### src/rtl/ram_mover.sv
// ---------------------------------------------------------------------------
// RamMover: moves blocks of words inside a single-port synchronous RAM.
//
// A copy reads a word (RD), waits one cycle for the read data (WT), then
// writes it (WR). This costs 3 cycles per word, in strictly ascending address
// order, with no correction when the ranges overlap. A fill writes a latched
// constant on every cycle, so it costs 1 cycle per word. Both address
// pointers wrap modulo 2^ADDR_W. done pulses for one cycle in FIN.
//
// Optional feature: define RAM_MOVER_FILL_EN to enable fill mode. Without
// it, fill and fill_data are ignored and every transfer is a copy.
//
// Ports
//   clk        : clock; all state changes on the rising edge
//   reset      : synchronous, active-high reset
//   start      : one-cycle request pulse, sampled only in IDLE
//   src_addr   : first source word address
//   dst_addr   : first destination word address
//   len        : word count, 0 .. 2^ADDR_W
//   fill       : fill-mode select (only with RAM_MOVER_FILL_EN)
//   fill_data  : constant written in fill mode
//   abort      : finish the current word, then stop
//   M_cen      : RAM chip enable
//   M_wen      : RAM write enable (1 = write, 0 = read)
//   M_addr     : RAM word address
//   M_din      : RAM write data
//   M_dout     : RAM read data, valid the cycle after a read access
//   busy       : high in every state except IDLE
//   done       : one-cycle pulse at the end of a transfer
//   aborted    : pulses with done when abort cut the transfer short
// ---------------------------------------------------------------------------
module ram_mover #(
  parameter int ADDR_W = 5,
  parameter int DATA_W = 32
) (
  input  logic              clk,
  input  logic              reset,
  input  logic              start,
  input  logic [ADDR_W-1:0] src_addr,
  input  logic [ADDR_W-1:0] dst_addr,
  input  logic [ADDR_W:0]   len,
  input  logic              fill,
  input  logic [DATA_W-1:0] fill_data,
  input  logic              abort,
  output logic              M_cen,
  output logic              M_wen,
  output logic [ADDR_W-1:0] M_addr,
  output logic [DATA_W-1:0] M_din,
  input  logic [DATA_W-1:0] M_dout,
  output logic              busy,
  output logic              done,
  output logic              aborted
);

  typedef enum logic [2:0] {
    IDLE = 3'd0,
    RD   = 3'd1,
    WT   = 3'd2,
    WR   = 3'd3,
    FIN  = 3'd4
  } state_t;

  state_t            r_state;
  logic [ADDR_W-1:0] r_srcPtr;
  logic [ADDR_W-1:0] r_dstPtr;
  logic [ADDR_W:0]   r_count;
  logic              r_fillMode;
  logic              r_abortReq;
  logic              r_zeroWait;

  logic              w_fillSel;
  logic              w_abortHit;
  logic              w_lastWord;

`ifdef RAM_MOVER_FILL_EN
  logic [DATA_W-1:0] r_fillData;
  assign w_fillSel = fill;
`else
  logic w_unusedFill;
  assign w_fillSel    = 1'b0;
  assign w_unusedFill = fill ^ (^fill_data);
`endif

  // An abort seen in RD or WT is remembered in r_abortReq. An abort seen
  // in WR itself counts at once. Either way, the word now being written
  // still completes.
  assign w_abortHit = abort | r_abortReq;
  assign w_lastWord = (r_count == (ADDR_W+1)'(1));

  // Single-process FSM. All RAM controls and status flags are registered.
  // They are set on the edge that enters the state they belong to, so they
  // line up exactly with r_state. M_din also serves as the copy data
  // buffer: it captures M_dout at the end of WT and is held through WR.
  always_ff @(posedge clk) begin
    if (reset) begin
      r_state    <= IDLE;
      r_srcPtr   <= '0;
      r_dstPtr   <= '0;
      r_count    <= '0;
      r_fillMode <= 1'b0;
      r_abortReq <= 1'b0;
      r_zeroWait <= 1'b0;
`ifdef RAM_MOVER_FILL_EN
      r_fillData <= '0;
`endif
      M_cen      <= 1'b0;
      M_wen      <= 1'b0;
      M_addr     <= '0;
      M_din      <= '0;
      busy       <= 1'b0;
      done       <= 1'b0;
      aborted    <= 1'b0;
    end else begin
      M_cen   <= 1'b0;
      M_wen   <= 1'b0;
      done    <= 1'b0;
      aborted <= 1'b0;
      busy    <= 1'b1;
      case (r_state)
        IDLE: begin
          if (!start) begin
            busy <= 1'b0;
          end else if (len == '0) begin
            // An empty transfer spends one quiet cycle in FIN before
            // pulsing done. This keeps its done pulse two cycles after
            // start.
            r_state    <= FIN;
            r_zeroWait <= 1'b1;
          end else begin
            r_srcPtr   <= src_addr;
            r_dstPtr   <= dst_addr;
            r_count    <= len;
            r_fillMode <= w_fillSel;
            r_abortReq <= 1'b0;
`ifdef RAM_MOVER_FILL_EN
            r_fillData <= fill_data;
`endif
            M_cen <= 1'b1;
            if (w_fillSel) begin
              r_state <= WR;
              M_wen   <= 1'b1;
              M_addr  <= dst_addr;
`ifdef RAM_MOVER_FILL_EN
              M_din   <= fill_data;
`endif
            end else begin
              r_state <= RD;
              M_addr  <= src_addr;
            end
          end
        end
        RD: begin
          r_abortReq <= r_abortReq | abort;
          r_state    <= WT;
        end
        WT: begin
          r_abortReq <= r_abortReq | abort;
          r_state    <= WR;
          M_cen      <= 1'b1;
          M_wen      <= 1'b1;
          M_addr     <= r_dstPtr;
          M_din      <= M_dout;
        end
        WR: begin
          r_srcPtr <= r_srcPtr + ADDR_W'(1);
          r_dstPtr <= r_dstPtr + ADDR_W'(1);
          r_count  <= r_count - (ADDR_W+1)'(1);
          if (w_lastWord || w_abortHit) begin
            // aborted reports only a cut-short transfer. An abort that
            // arrives on the final word changes nothing.
            r_state <= FIN;
            done    <= 1'b1;
            aborted <= w_abortHit & ~w_lastWord;
          end else if (r_fillMode) begin
            r_state <= WR;
            M_cen   <= 1'b1;
            M_wen   <= 1'b1;
            M_addr  <= r_dstPtr + ADDR_W'(1);
`ifdef RAM_MOVER_FILL_EN
            M_din   <= r_fillData;
`endif
          end else begin
            r_state <= RD;
            M_cen   <= 1'b1;
            M_addr  <= r_srcPtr + ADDR_W'(1);
          end
        end
        FIN: begin
          if (r_zeroWait) begin
            r_zeroWait <= 1'b0;
            done       <= 1'b1;
          end else begin
            r_state <= IDLE;
            busy    <= 1'b0;
          end
        end
        default: begin
          r_state    <= IDLE;
          r_zeroWait <= 1'b0;
          busy       <= 1'b0;
        end
      endcase
    end
  end

endmodule

### config.mk
export PLATFORM = sky130hd
export DESIGN_NAME = ram_mover
export DESIGN_NICKNAME = d
export VERILOG_FILES = /design/src/rtl/ram_mover.sv
export SDC_FILE = /design/constraint.sdc
export NUM_CORES = 1
export LEC_CHECK = 0
export CAP_MARGIN = 20
export CORE_MARGIN = 2
export CORE_UTILIZATION = 40
export DETAILED_ROUTE_END_ITERATION = 8
export GPL_TIMING_DRIVEN = 0
export PLACE_DENSITY = 0.78
export SYNTH_ARGS = -nofsm -noshare
export SYNTH_HDL_FRONTEND = slang
export SYNTH_SLANG_ARGS = --single-unit
### constraint.sdc
create_clock -name clk -period 2.76 [get_ports clk]
set_clock_uncertainty 0.1 [all_clocks]
set_input_delay 0.69 -clock clk [delete_from_list [all_inputs] [get_ports clk]]
set_output_delay 0.69 -clock clk [all_outputs]
set_load 0.01 [all_outputs]
==> flow_metrics.tcl, run 1 <==
set metrics [dict create \
    run_status "completed" \
    synthesis.area_mm2 0.00270 \
    number_of_nets_in_the_layout 520 \
    synth_compound_gate_area_share 0.218 \
    maxCapViolCount 0 \
    synth.lib_cells_used.distinct 43 \
    synth.area.mux_share 0.0148 \
    finalCoreUtilization 0.611 \
    path_clk_slew_ns 0.07 \
    wirelength_mm 7.48 \
    criticalPathCategory "in -> reg" \
    worstSetupStartpointType "input port" \
    critPathCaptureType "flip-flop" \
    synthAdderAreaFrac 0.0186 \
    min_delay_path_depth 2 \
    globalRouteOverflowTotal 0 \
    critical_path_arrival_ns 2.65 \
    dieWidth_um 86.1 \
    clkSinkCount 63 \
    number_of_clock_buffers_inserted_by_tritoncts 9 \
    setup_violations 0 \
    global_route.usage.total 0.207 \
    fin_crit_sh 0.908 \
    worstSkewPairLatency_ns 0.34 \
    synth_seq_area_share 0.468 \
    synth_xor_xnor_area_share 0.0130 \
    post_synth.cell_area_avg_um2 8.22 \
    critPathMaxFanout 8 \
    flow.area_growth_from_synthesis_pct 45.6 \
    ff2ff_setup_slack_ns 0.61 \
    cts_resized 0 \
    via_count 2722 \
    design.portCount 127 \
    viasPerCell 5.32 \
    antenna-diode-count 0 \
    drt_first_pass_iters 5 \
    worst_hold_slack_ns 0.353 \
    mappedNetlistNets 417 \
    synth_top_family_by_area "simple AND/OR/NAND/NOR gates" \
    rsz_0062_raised_after_global_routing "false" \
    cts.htree.levels 3 \
    levels_on_crit_path 6 \
    final-hold-violation-count 0 \
    timing.reg2reg.worst_path_depth 7 \
    cpMaxStageDelayCell "sky130_fd_sc_hd__or4_4" \
    coreArea_mm2 0.00642 \
    leakage_uw 0.00139 \
    std_cell_rows 29 \
    initialDrtViolationCount 155 \
    wire_per_inst_um 14.6 \
    worst-slew-pin-transition_ns 0.631 \
    synthCells 328 \
    largest_net_degree_at_the_start_of_global_routing 11 \
    crit_buf_inv 1 \
    synth.yosys.warnings 0 \
    maxClockFrequency_mhz 399 \
    cts_tree "built" \
    cpLargestDelayFamily "simple AND/OR/NAND/NOR gates" \
    grt_pass1_wl_mm 12.1 \
    hpwl_mm 5.45 \
    post_dp_cell_area_mm2 0.00371 \
    clock_tree.buffer_depth 2 \
    cts_hold_repair.buffers 0 \
    post-route-drc-count 0 \
    crit_required_ns 2.91 \
    cp_cell_sequence "clkdlybuf4s50_1 -> or4_4 -> nor3_1 -> nand3b_2 -> o21ai_0 -> a211oi_1" \
    yosys.area_share.simple 0.221 \
    final_slew_viol_count 0 \
    cp_slowest_stage_delay_ns 0.57 \
    slew_headroom 0.579 \
    dieArea_mm2 0.00741 \
    flop_and_latch_count_out_of_synthesis 63 \
    ir_drop_uv 339 \
    drive_above_1_share 0.0667 \
    period_needed_ns 2.50 \
    post_detailed_route_count_of_antenna_violating_nets 0 \
    hold_class "reg -> reg" \
    first_global_vias 2588 \
    root_buffer "sky130_fd_sc_hd__clkbuf_8" \
    power.density_cell_area_mw_per_mm2 640 \
    starting_density_of_the_core 0.420 \
    final_area_mm2 0.00393 \
    die_y_um 86.1 \
    grt_antenna_before_repair 0 \
    gp_congestion 0.832 \
    cts_setup_buffers 0 \
    placement.io_buffers 92 \
]
state kept, by name, summed over array words and instances, names as in the netlist, 3 cells and up:
signal    cells
r_dstPtr      5
r_srcPtr      5
M_din        32
r_state       3
r_count       6
M_addr        5
cell usage after synthesis, drive strengths merged:
master / n / area [µm²]
a311oi: 2 / 17.5
mux2i: 4 / 40.0
buf: 6 / 45.0
nand2b: 1 / 6.26
nor2b: 1 / 6.26
o41ai: 1 / 8.76
clkbuf: 16 / 60.1
nand3: 7 / 35.0
nor2: 25 / 118
a21oi: 52 / 260
o311a: 1 / 10.0
inv: 6 / 22.5
a2bb2oi: 2 / 17.5
o21ai: 13 / 68.8
nand4b: 1 / 8.76
dfxtp: 63 / 1260
a31oi: 2 / 12.5
and3: 3 / 18.8
or2: 2 / 12.5
nand2: 73 / 274
nand3b: 2 / 18.8
o21bai: 1 / 7.51
nor4: 3 / 25.0
a21o: 1 / 7.51
xnor2: 2 / 17.5
ha: 4 / 50.1
or4: 1 / 11.3
a32oi: 3 / 26.3
or4b: 1 / 10.0
xor2: 2 / 17.5
nand4: 1 / 6.26
a2111oi: 3 / 45.1
nor3: 9 / 45.0
a211oi: 14 / 105
report_power, final:
group	switching, µW	leakage [µW]	internal (µW)
Sequential	56.8	0.000515	994
Combinational	298	0.000767	288
Clock	350	0.000109	525
through the flow:
| step | TNS (ns) | setup slack (ns) | cells | power, µW |
|---|---|---|---|---|
| 6_report | 0 | 0.255 | 512 | 2510 |
| 5_1_grt | 0 | 0.123 | 512 | 2640 |
| 4_1_cts | 0 | 0.286 | 512 | 2520 |
| 3_5_place_dp | -0.385 | -0.0484 | 497 | 1650 |
| 3_3_place_gp | -0.0582 | -0.0121 | 497 | 1640 |
| 2_1_floorplan | 0 | 0.527 | 328 | 1390 |
per-layer routing:
metal | part of all wire | routed length (µm) | vias to the layer above | track usage
li1 | - | - | 1355 | -
met1 | 0.43 | 3200 | 1261 | 0.255
met2 | 0.50 | 3710 | 93 | 0.355
met3 | 0.058 | 431 | 13 | 0.0337
met4 | 0.019 | 145 | 0 | 0.0895
met5 | 0 | 0 | - | 0
final cells by class:
type / instances / area [µm²]
fill: 559 / 2500
multi-input combinational: 237 / 1310
sequential: 63 / 1260
timing repair buffer: 92 / 921
clock buffer: 11 / 141
buffer: 22 / 105
tap: 77 / 96.3
clock inverter: 4 / 70.1
inverter: 6 / 22.5
worst reg2reg max path: cells and delay by family (launching register included):
family	cells	cell delay, ns
simple gates	2	0.44
buf+inv	3	0.77
compound gates	2	0.44
flops	1	0.30
logic make-up after synthesis:
logic type | count (synthesis)
AND/OR/NAND/NOR | 130
AO/OA/AOI/OAI | 95
flip-flops | 63
buffers and inverters | 28
XOR/XNOR | 4
multiplexers | 4
adder cells (fa/ha/maj) | 4
worst paths after layout:
check | from | end
worst max-delay path | len[0] | r_srcPtr[0]
worst min-delay path | M_din[14] | M_din[14]
worst max register to register | r_state[1] | r_srcPtr[0]
worst min register to register | M_din[14] | M_din[14]
cell usage in the layout (no fill, tap or decap), types with 2 or more instances in the layout:
master	count
sky130_fd_sc_hd__clkdlybuf4s50_1	92
sky130_fd_sc_hd__nand2_1	73
sky130_fd_sc_hd__dfxtp_1	63
sky130_fd_sc_hd__a21oi_1	52
sky130_fd_sc_hd__nor2_1	23
sky130_fd_sc_hd__clkbuf_1	17
sky130_fd_sc_hd__a211oi_1	14
sky130_fd_sc_hd__o21ai_0	11
sky130_fd_sc_hd__clkbuf_8	10
sky130_fd_sc_hd__nor3_1	9
sky130_fd_sc_hd__nand3_1	7
sky130_fd_sc_hd__inv_1	6
sky130_fd_sc_hd__mux2i_1	4
sky130_fd_sc_hd__ha_1	4
sky130_fd_sc_hd__buf_2	3
sky130_fd_sc_hd__and3_1	3
sky130_fd_sc_hd__a32oi_1	3
sky130_fd_sc_hd__nor4_1	2
sky130_fd_sc_hd__buf_6	2
sky130_fd_sc_hd__a2bb2oi_1	2
sky130_fd_sc_hd__or2_2	2
sky130_fd_sc_hd__xnor2_1	2
sky130_fd_sc_hd__a31oi_1	2
sky130_fd_sc_hd__a2111oi_0	2
sky130_fd_sc_hd__a311oi_1	2
sky130_fd_sc_hd__xor2_1	2
sky130_fd_sc_hd__bufinv_16	2
sky130_fd_sc_hd__clkinv_2	2
(Power assumes the default switching activity.)
==> run 2: changes to the inputs <==
Settings changed: CORE_UTILIZATION 40 to 37, GPL_ROUTABILITY_DRIVEN set to 0, PLACE_DENSITY 0.78 to 0.76.
Clock period 2.76 ns to 2.1 ns, I/O delays scaled along.
==> run 2 against run 1 <==
Effect of this change:
- cell count up 5.7%
- core utilization down 3.8 points
- sequential share of layout area down 1.2 points
- worst hold slack about the same
- first-iteration DRC count down 34%
- power up 31%
- via count up 1.3%
- routed wire length up 3.1%
- sequential cell count unchanged
- critical path depth up 2
- sequential power up 31%
- count of clock-buffer cells in the layout unchanged
- critical endpoint is now r_srcPtr[2]
==> flow_metrics.tcl, run 2 (same netlist as run 1, synthesis figures left out) <==
set metrics [dict create \
    ir_drop_uv 461 \
    globalRouteOverflowTotal 0 \
    viasPerCell 5.10 \
    hpwl_mm 5.48 \
    antenna-diode-count 0 \
    fin_crit_sh 0.972 \
    timing.reg2reg.worst_path_depth 8 \
    wirelength_mm 7.71 \
    post_dp_cell_area_mm2 0.00374 \
    maxClockFrequency_mhz 490 \
    hold_class "reg -> reg" \
    dieWidth_um 89.4 \
    sw_frac_of_total 0.293 \
    path_clk_slew_ns 0.07 \
    met1_usage 0.244 \
    largest_reg_flops 32 \
    seq_power_share 0.420 \
    grt_pass1_wl_mm 12.0 \
    post_detailed_route_count_of_antenna_violating_nets 0 \
    sw_pwr_uw 966 \
    maxCapViolCount 0 \
    via_count 2758 \
    ff2ff_setup_slack_ns 0.09 \
    coreArea_mm2 0.00714 \
    crit_required_ns 2.19 \
    final_area_mm2 0.00409 \
    number_of_clock_buffers_inserted_by_tritoncts 9 \
    design.portCount 127 \
    post-route-drc-count 0 \
    worstSkewPairLatency_ns 0.33 \
    global_route.usage.total 0.192 \
    p_int_uw 2330 \
    critical_path_arrival_ns 2.13 \
    largest_net_degree_at_the_start_of_global_routing 12 \
    drt_first_pass_iters 4 \
    clkSinkCount 63 \
    rsz_0062_raised_after_global_routing "false" \
    std_cell_rows 31 \
    comb_pwr_share 0.253 \
    wire_per_inst_um 14.3 \
    run_status "completed" \
    met3_resource_use_gr 0.0305 \
    worst-slew-pin-transition_ns 0.609 \
    cts_tree "built" \
    final-hold-violation-count 0 \
    totalNegativeSetupSlack_ns 0 \
    initialDrtViolationCount 103 \
    min_delay_path_depth 2 \
    min_from "M_din[11]" \
    critPathMaxFanout 6 \
    grt_antenna_before_repair 0 \
    drive_above_1_share 0.129 \
    layout_commonest_cell "sky130_fd_sc_hd__clkdlybuf4s50_1" \
    worstSetupStartpointType "input port" \
    slew_headroom 0.584 \
    registers.top_by_ff_count "M_din" \
    placement.io_buffers 92 \
    grt.busiest_layer "met2" \
    clock_tree.buffer_depth 2 \
    flow.area_growth_from_synthesis_pct 51.6 \
    starting_density_of_the_core 0.378 \
    final_slew_viol_count 0 \
    critPathCaptureType "flip-flop" \
    criticalPathCategory "in -> reg" \
    number_of_nets_in_the_layout 526 \
    pwr-share-clk 0.327 \
    root_buffer "sky130_fd_sc_hd__clkbuf_8" \
    dpl.cell_count 519 \
    cts.htree.levels 3 \
    worst_flop_to_flop_path_startpoint "r_count[1]" \
    power.density_cell_area_mw_per_mm2 807 \
    r2r-end "M_addr[3]" \
    period_needed_ns 2.04 \
    grtUsageMet2 0.323 \
    first_global_vias 2579 \
    layout_common_cells "sky130_fd_sc_hd__clkdlybuf4s50_1 (88), sky130_fd_sc_hd__nand2_1 (72), sky130_fd_sc_hd__dfxtp_1 (62), sky130_fd_sc_hd__a21oi_1 (52), sky130_fd_sc_hd__nor2_1 (21)" \
    leakage_uw 0.00146 \
    final_cells 541 \
    min_to "M_din[11]" \
    die_y_um 89.4 \
    dieArea_mm2 0.00799 \
    reg_top3 "M_din (32), r_count (6)" \
    setup_violations 0 \
]
run 2: metrics by stage:
| step | util | total power (µW) | setup slack, ns | hold WS (ns) |
|---|---|---|---|---|
| global route | 0.573 | 3460 | 0.00531 | 0.372 |
| detailed placement | 0.524 | 2170 | -0.580 | 0.347 |
| global placement | 0.524 | 2160 | -0.513 | 0.342 |
| floorplan | - | 1820 | 0.0321 | 0.338 |
| finish | 0.573 | 3300 | 0.0584 | 0.353 |
| CTS | 0.566 | 3290 | -0.000751 | 0.357 |
run 2: metal layers:
metal	up-vias	wire, µm
met5	-	0
met4	0	132
met3	17	454
met2	101	3880
met1	1275	3250
li1	1365	-
run 2: layout make-up:
cell class              instances  area [µm²]
multi-input cells             237        1390
plain buffers                  22         113
flip-flops and latches         63        1260
repair buffers                 98         968
clock inverters                 5        56.3
inverters                       6        22.5
well taps                      99         124
clock buffers                  11         151
fillers                       687        3050
run 2: power groups by stage:
| stage | Combinational [µW] | Sequential (µW) | Clock (µW) |
|---|---|---|---|
| after floorplan | 394 | 1430 | 0 |
| after global placement | 755 | 1400 | 0 |
| after detailed placement | 769 | 1410 | 0 |
| after CTS | 815 | 1380 | 1100 |
| after global routing | 917 | 1400 | 1140 |
| final | 836 | 1380 | 1080 |
run 2: how the worst max path moves through the flow:
stage / slack (ns) / endpoint / startpoint / depth (start not counted)
6_report: 0.06 / r_srcPtr[2] / len[1] / 8
4_1_cts: -0.0008 / r_srcPtr[1] / r_state[0] / 8
3_5_place_dp: -0.58 / r_srcPtr[0] / len[0] / 6
5_1_grt: 0.005 / M_din[2] / r_state[1] / 7
3_3_place_gp: -0.51 / r_srcPtr[0] / len[0] / 6
2_1_floorplan: 0.03 / r_dstPtr[2] / len[0] / 6
run 2: worst max-delay path, cell delays in order:
cell and delay (ns):
sky130_fd_sc_hd__buf_2 0.12, sky130_fd_sc_hd__or4_4 0.52, sky130_fd_sc_hd__o311a_1 0.36, sky130_fd_sc_hd__buf_6 0.14
sky130_fd_sc_hd__buf_8 0.13, sky130_fd_sc_hd__buf_6 0.13, sky130_fd_sc_hd__a32oi_2 0.13, sky130_fd_sc_hd__a21oi_1 0.08
run 2: repair_timing:
item | CTS | global route
setup buffers | 6 | 1
setup endpoints to repair | 22 | 24
gates resized for setup | 21 | 22
pin swaps | 7 | 7
hold buffers | 0 | 0
==> run 3: changes to the inputs <==
Settings changed: CORE_ASPECT_RATIO set to 1.2.
==> run 3 against run 2 <==
Effect of this change:
- first-iteration DRC count rose by 12%
- count of clock-buffer cells in the layout is 1 lower
- die area about the same
- combinational power about the same
- non-clock buffer count unchanged
- core utilization up 0.55 points
- critical path type unchanged
- largest power group unchanged
==> flow_metrics.tcl, run 3 (same netlist as run 1, synthesis figures left out) <==
set metrics [dict create \
    wire_per_inst_um 14.2 \
    power.density_cell_area_mw_per_mm2 850 \
    rsz_0062_raised_after_global_routing "false" \
    reg_top3 "M_din (32), r_count (6)" \
    via_count 2764 \
    final_slew_viol_count 0 \
    drive_above_1_share 0.124 \
    root_buffer "sky130_fd_sc_hd__clkbuf_8" \
    worst_hold_slack_ns 0.353 \
    final-hold-violation-count 0 \
    ir_drop_uv 488 \
    dieWidth_um 81.9 \
    layout_commonest_cell "sky130_fd_sc_hd__clkdlybuf4s50_1" \
    initialDrtViolationCount 115 \
    flow.area_growth_from_synthesis_pct 53.3 \
    path_clk_slew_ns 0.07 \
    ff2ff_setup_slack_ns 0.12 \
    registers.top_by_ff_count "M_din" \
    grt_antenna_before_repair 0 \
    layout_common_cells "sky130_fd_sc_hd__clkdlybuf4s50_1 (87), sky130_fd_sc_hd__nand2_1 (72), sky130_fd_sc_hd__dfxtp_1 (61), sky130_fd_sc_hd__a21oi_1 (51), sky130_fd_sc_hd__nor2_1 (21)" \
    final_cells 532 \
    std_cell_rows 34 \
    post-route-drc-count 0 \
    clkSinkCount 63 \
    globalRouteOverflowTotal 0 \
    min_to "M_din[15]" \
    slew_headroom 0.658 \
    die_y_um 97.5 \
    viasPerCell 5.20 \
    worst-slew-pin-transition_ns 0.513 \
    dieArea_mm2 0.00799 \
    first_global_vias 2572 \
    wirelength_mm 7.57 \
    worstSkewPairLatency_ns 0.34 \
    worstSetupStartpointType "input port" \
    post_detailed_route_count_of_antenna_violating_nets 0 \
    period_needed_ns 2.05 \
    leakage_uw 0.00148 \
    design.portCount 127 \
    number_of_clock_buffers_inserted_by_tritoncts 9 \
    min_from "M_din[15]" \
    hold_class "reg -> reg" \
    starting_density_of_the_core 0.377 \
    hpwl_mm 5.32 \
    r2r-end "M_addr[3]" \
    largest_net_degree_at_the_start_of_global_routing 12 \
    critical_path_arrival_ns 2.15 \
    grt_pass1_wl_mm 12.1 \
    cts_hold_repair.buffers 0 \
    min_delay_path_depth 2 \
    setup_violations 0 \
    drt_first_pass_iters 4 \
    num-fill-cells 648 \
    criticalPathCategory "in -> reg" \
    critPathCaptureType "flip-flop" \
    run_status "completed" \
    global_route.usage.total 0.195 \
    cts.htree.levels 3 \
    cts_tree "built" \
    antenna-diode-count 0 \
    coreArea_mm2 0.00715 \
    worst_flop_to_flop_path_startpoint "r_state[2]" \
    timing.reg2reg.worst_path_depth 7 \
    maxCapViolCount 0 \
    crit_required_ns 2.20 \
    largest_reg_flops 32 \
    number_of_nets_in_the_layout 526 \
    clock_tree.buffer_depth 2 \
    fin_crit_sh 0.975 \
    critPathMaxFanout 5 \
    dpl.cell_count 510 \
    placement.io_buffers 92 \
    maxClockFrequency_mhz 488 \
]
[run 3: changes by cell type in the layout (fill, tap and decap cells not counted), sizes merged]
cell / before / now
clkinv: 3 / 2
clkdlybuf4s15: 0 / 3
clkdlybuf4s50: 88 / 87
bufinv: 1 / 3
dlygate4sd2: 0 / 2
buf: 16 / 12
clkbuf: 27 / 26
[run 3: how the worst max path moves through the flow]
stage	startpoint	end	slack, ns	cells after the start
after floorplan	len[0]	r_dstPtr[2]	0.03	6
after global placement	len[0]	r_count[3]	-0.51	7
after detailed placement	len[0]	r_count[3]	-0.55	7
after CTS	r_count[1]	M_addr[3]	0.02	7
after global routing	len[2]	M_addr[3]	0.002	8
final	len[2]	r_count[1]	0.05	7
[run 3: layout make-up]
class / count / area, µm² / share of cell area
multi-input cells: 237 / 1380 / 0.335
flip-flops and latches: 63 / 1260 / 0.306
repair buffers: 98 / 991 / 0.240
clock buffers: 10 / 138 / 0.0333
plain buffers: 22 / 114 / 0.0276
well taps: 90 / 113 / 0.0272
clock inverters: 6 / 108 / 0.0260
inverters: 6 / 22.5 / 0.00545
[run 3: worst max-delay path, cell delays in order]
cell,delay [ns]
sky130_fd_sc_hd__clkdlybuf4s15_1,0.18
sky130_fd_sc_hd__or4_4,0.57
sky130_fd_sc_hd__o311a_1,0.32
sky130_fd_sc_hd__buf_6,0.16
sky130_fd_sc_hd__buf_6,0.14
sky130_fd_sc_hd__a211oi_2,0.20
sky130_fd_sc_hd__a211oi_1,0.06
[run 3: routing by layer]
| layer | wire [µm] | up-vias | part of all wire | global-route usage |
|---|---|---|---|---|
| li1 | - | 1364 | - | - |
| met1 | 3160 | 1279 | 0.42 | 0.232 |
| met2 | 3680 | 106 | 0.49 | 0.324 |
| met3 | 539 | 15 | 0.071 | 0.0530 |
| met4 | 189 | 0 | 0.025 | 0.0808 |
| met5 | 0 | - | 0 | 0 |
[run 3: timing repair]
action	in CTS	in global routing
buffers inserted	4	1
setup endpoints to repair	22	18
gates resized for setup	23	13
gates cloned	1	0
pin swaps	11	6
[run 3: per-stage QoR]
stage	power (µW)	TNS [ns]	cell area (µm²)	setup slack, ns	util
final	3510	0	4130	0.0522	0.578
after global routing	3680	0	4130	0.00204	0.578
after detailed placement	2180	-11.19	3730	-0.548	0.522
after CTS	3520	0	4090	0.0182	0.572
after floorplan	1820	0	2700	0.0321	-
after global placement	2150	-10.65	3730	-0.509	0.522
[run 3: power by group]
group	internal, µW	switching (µW)
Sequential	1310	80.3
Clock	816	473
Combinational	422	415
Total	2550	969
